[config.mk]
export PLATFORM = sky130hd
export DESIGN_NAME = instr_fetch_unit
export DESIGN_NICKNAME = d
export VERILOG_FILES = /design/src/rtl/instr_fetch_unit.sv
export SDC_FILE = /design/constraint.sdc
export NUM_CORES = 1
export LEC_CHECK = 0
export ABC_AREA = 1
export BUFFER_PORTS_ARGS = -buffer_cell sky130_fd_sc_hd__buf_2
export CAP_MARGIN = 0
export CORE_AREA = 2 2 174 125
export CTS_CLUSTER_DIAMETER = 120
export DETAILED_ROUTE_END_ITERATION = 12
export DIE_AREA = 0 0 176 127
export PLACE_DENSITY = 0.73
export SLEW_MARGIN = 15
export SYNTH_ARGS = -nofsm -noshare
export SYNTH_HDL_FRONTEND = slang
export SYNTH_SLANG_ARGS = --single-unit
[constraint.sdc]
create_clock -name clk_i -period 3.9 [get_ports clk_i]
set_clock_uncertainty 0.05 [all_clocks]
set_input_delay 0.78 -clock clk_i [delete_from_list [all_inputs] [get_ports clk_i]]
set_output_delay 0.78 -clock clk_i [all_outputs]
set_load 0.005 [all_outputs]
[src/rtl/instr_fetch_unit.sv]
// instr_fetch_unit: owns the PC, fetches over an iREN/ihit handshake and holds
// each word for decode until the datapath retires it, then selects the next PC.
module instr_fetch_unit #(
   parameter logic [31:0] PC_INIT = 32'h0000_0000
) (
   input  logic        clk_i,
   input  logic        nrst_i,
   input  logic        ihit_i,
   input  logic [31:0] imemload_i,
   output logic        iren_o,
   output logic [31:0] imemaddr_o,
   output logic [31:0] instr_o,
   output logic        instr_valid_o,
   input  logic        advance_i,
   input  logic [2:0]  pcsrc_i,
   input  logic        branch_taken_i,
   input  logic [15:0] imm_i,
   input  logic [25:0] addr_i,
   input  logic [31:0] jr_target_i,
   input  logic        halt_i,
   output logic [31:0] npc_o,
   output logic        halted_o,
   output logic [31:0] retired_o
);
   typedef enum logic [1:0] {FETCH, EXEC, HALT} state_t;
   state_t      state_q;
   logic [31:0] pc_q, pc_d, instr_q, retired_q;
   logic        valid_q, halted_q;
   logic [31:0] br_off;
   always_comb begin
      br_off = {{14{imm_i[15]}}, imm_i, 2'b00};
      pc_d   = (pcsrc_i == 3'd1 && branch_taken_i) ? npc_o + br_off :
               (pcsrc_i == 3'd2) ? {npc_o[31:28], addr_i, 2'b00} :
               (pcsrc_i == 3'd3) ? {jr_target_i[31:2], 2'b00} : npc_o;
   end
   always_ff @(posedge clk_i) begin
      if (!nrst_i) begin
         state_q   <= FETCH;
         pc_q      <= {PC_INIT[31:2], 2'b00};
         instr_q   <= '0;
         valid_q   <= 1'b0;
         retired_q <= '0;
         halted_q  <= 1'b0;
      end else begin
         case (state_q)
            FETCH: if (ihit_i) begin
               instr_q <= imemload_i;
               valid_q <= 1'b1;
               state_q <= EXEC;
            end
            EXEC: if (advance_i) begin
               valid_q   <= 1'b0;
               retired_q <= retired_q + 32'd1;
               if (halt_i) begin
                  state_q  <= HALT;
                  halted_q <= 1'b1;
               end else begin
                  pc_q    <= pc_d;
                  state_q <= FETCH;
               end
            end
            default: ;
         endcase
      end
   end
   assign iren_o        = (state_q == FETCH);
   assign imemaddr_o    = pc_q;
   assign npc_o         = pc_q + 32'd4;
   assign instr_o       = instr_q;
   assign instr_valid_o = valid_q;
   assign halted_o      = halted_q;
   assign retired_o     = retired_q;
endmodule

==> metrics.md <==
| Metric | Value |
|---|---|
| DR WL/cell | 15.4 µm |
| Top cells by area, synth | dfxtp_1 (24%), nand2_1 (19%), nor2_1 (9.8%) |
| Fmax | 290 MHz |
| Drt pass-1 iters | 5 |
| Post-CTS sizing | 0 |
| Critical path's largest stage delay | 0.42 ns |
| Tmin final | 3.45 ns |
| CP max FO | 5 |
| # DRC | 0 |
| CP required | 4.09 ns |
| CP arrival | 3.64 ns |
| Tcrit/Tclk final | 0.884 |
| Yosys Warn Count | 0 |
| Status | finished, final reports clean |
| Post-synthesis cell area | 8110 µm² |
| Nets | 1763 |
| M1 WL | 14000 µm |
| Leak | 5.34 nW |
| Hold path depth | 2 |
| Routed WL | 29200 µm |
| Initial antenna violation count | 0 |
| Reg2Reg Depth | 17 |
| Unique cell type count in the Yosys netlist | 43 |
| Die area | 22400 µm² |
| Port bufs | 239 |
| Met2 WL post-DR | 11500 µm |
| CP most frequent cell | nand2_1 |
| H-tree depth | 3 |
| Total number of vias | 9608 |
| Core box area | 20500 µm² |
| RSZ-0062 raised after global routing | false |
| Bufs on Longest Clock Path | 2 |
| GRT Total Usage | 0.257 |
| Routed wl met3 | 3170 µm |
| Syn_area_per_cell | roughly 6 µm² |
| Hold_buf cts | 0 |
| Die W | 176 µm |
| CTS Buf Count | 9 |
| Global-route wire length before repair | ~45000 µm |
| Slowest CP cell | dfxtp_1 |
| Setup TNS Final | 0 ns |
| Clk_lat worst skew | 0.35 ns |
| Class of the worst hold path | reg2reg |
| Root Buffer | clkbuf_16 |
| Slew HR | 0.341 |
| Final ANT Viol Nets | 0 |
| Final core utilization | 0.480 |
| Yosys top cell area share | 0.240 |
| Area leader, netlist | dfxtp_1 |
| I/O pins | roughly 250 |
| Starting Density | 0.395 |
| Uppermost routed layer | met4 |
| Crit. End Element | flop |
| Global route overflow | 0 |
| Count of final hold-check violations | 0 |
| Synth cell count leaders | nand2_1 (408), nor2_1 (211), inv_1 (180), nand3_1 (98), dfxtp_1 (97) |
| # Max-Cap Violations | 0 |
| Finish-stage setup viols | 0 |
| Post-synthesis sequential area ratio | 0.240 |
| Share of layout cells above drive strength 1 | 0.190 |
| Slew @ Worst Pin | a little under 1 ns |
| Post-synth ARST share | 0 |
| Power Density | 263 nW/µm² |
| CTS clk-pin slew, worst paths | 0.07 ns |
| Drt via density | 5.08 |
| Vias in the first global route | 8478 |
| Register bit total from synthesis | 97 |
| Startpoint Class | flop |
| DRT iter0 DRCs | 1000 |
| CTS tree | done |
| EDFF count, synth | 0 |
| Clock Sinks | 97 |
| Pin count of the biggest net entering global routing | 47 |
| Die Ht | 127 µm |
| Max-slew violation count | 0 |
| GPL Wtd Cong | 1.00 |
| Peak VDD IR | ~0.00022 V |
| Site Rows | 44 |
| DP Wirelength | 23400 µm |
| Top-count cell post-synth | nand2_1 |
| Mapped Cells | roughly 1400 |
| Type of the worst setup path | reg2reg |
| Crit path cell chain | ha_1, nand2_2, nor2_4, inv_1, nor2_2, xor2_1, ha_1, nand2_1, nor2_1, nand3_1, nand2_1, nand2_1, nand2_1, a21oi_1, o21a_1, nor2_1, nor2_1 |
| Layout area overhead | 21.5% |
| Top FF cell, synth | dfxtp_1 |
| Antenna fix cells | 0 |
| Post-CTS Setup Inserts | 0 |
==> routing by layer <==
metal  up-vias  track usage
met5         -            0
met4         0       0.0627
met3        29       0.0711
met2       468        0.355
met1      4281        0.388
li1       4830            -
==> critical path, delay by kind of cell, from the launching register on <==
family	cells	cell delay (ns)
AOI/OAI and AO/OA	2	0.21
buffers and inverters	1	0.08
xor gates and xnor gates	1	0.37
adders and majority gates	2	0.50
and+or+nand+nor	11	1.70
DFF	1	0.42
==> sequential cells by signal (all words and copies together) (netlist names) <==
register    flops
halted_o        1
state_q         2
retired_o      32
instr_o        32
imemaddr_o     30
==> metrics by stage <==
step / total power, mW / setup WS [ns] / instance area [µm²] / hold slack [ns] / cells
6_report: 2.59 / 0.451 / 9850 / 0.432 / 1890
5_1_grt: 2.74 / 0.235 / 9850 / 0.466 / 1890
4_1_cts: 2.60 / 0.558 / 9850 / 0.434 / 1890
3_5_place_dp: 1.69 / 0.587 / 9550 / 0.418 / 1875
3_3_place_gp: 1.68 / 0.657 / 9550 / 0.398 / 1875
2_1_floorplan: 1.45 / 1.22 / 8120 / 0.412 / 1391
==> path summary, 6_finish.rpt <==
| path | startpoint | to | slack, ns |
|---|---|---|---|
| setup / recovery | imemaddr_o[2]$_SDFFE_PN0P_ | imemaddr_o[14]$_SDFFE_PN0P_ | 0.45 |
| hold / removal | instr_o[2]$_SDFFE_PN0P_ | instr_o[2]$_SDFFE_PN0P_ | 0.43 |
| setup reg to reg | imemaddr_o[2]$_SDFFE_PN0P_ | imemaddr_o[14]$_SDFFE_PN0P_ | 0.45 |
| hold reg to reg | instr_o[2]$_SDFFE_PN0P_ | instr_o[2]$_SDFFE_PN0P_ | 0.43 |
==> logic make-up (layout without fill, tap and decap cells) <==
group / count (synthesis) / in the layout / synth area share
AO/OA/AOI/OAI: 191 / 191 / 0.126
XOR/XNOR: 35 / 35 / 0.0406
adder cells (fa/ha/maj): 38 / 38 / 0.0596
buffers and inverters: 225 / 448 / 0.108
flip-flops: 97 / 97 / 0.240
other: 1 / 4 / 0.000463
AND/OR/NAND/NOR: 801 / 801 / 0.426
==> power by group <==
| part | internal [mW] | switching (mW) |
|---|---|---|
| logic | 0.225 | 0.373 |
| registers | 1.04 | 0.0420 |
| clock network | 0.501 | 0.413 |
| total | 1.76 | 0.828 |
==> cell usage in the layout (no fill, tap or decap), drive strengths merged, types with 17 or more instances in the layout <==
cell type	instances
a21oi	75
o21ai	89
nand4	17
nor3	18
xor2	23
nand3	98
dfxtp	97
inv	184
nand2	418
nor2	232
buf	250
ha	37
==> layout make-up <==
type	instances	area (µm²)
clock buffers	10	229
clock inverters	5	63.8
fillers	2227	10700
inverters	183	687
multi-input cells	1069	5300
flip-flops and latches	97	1940
well taps	276	345
repair buffers	250	1280
Note: power is estimated with default switching activity, not from simulation.
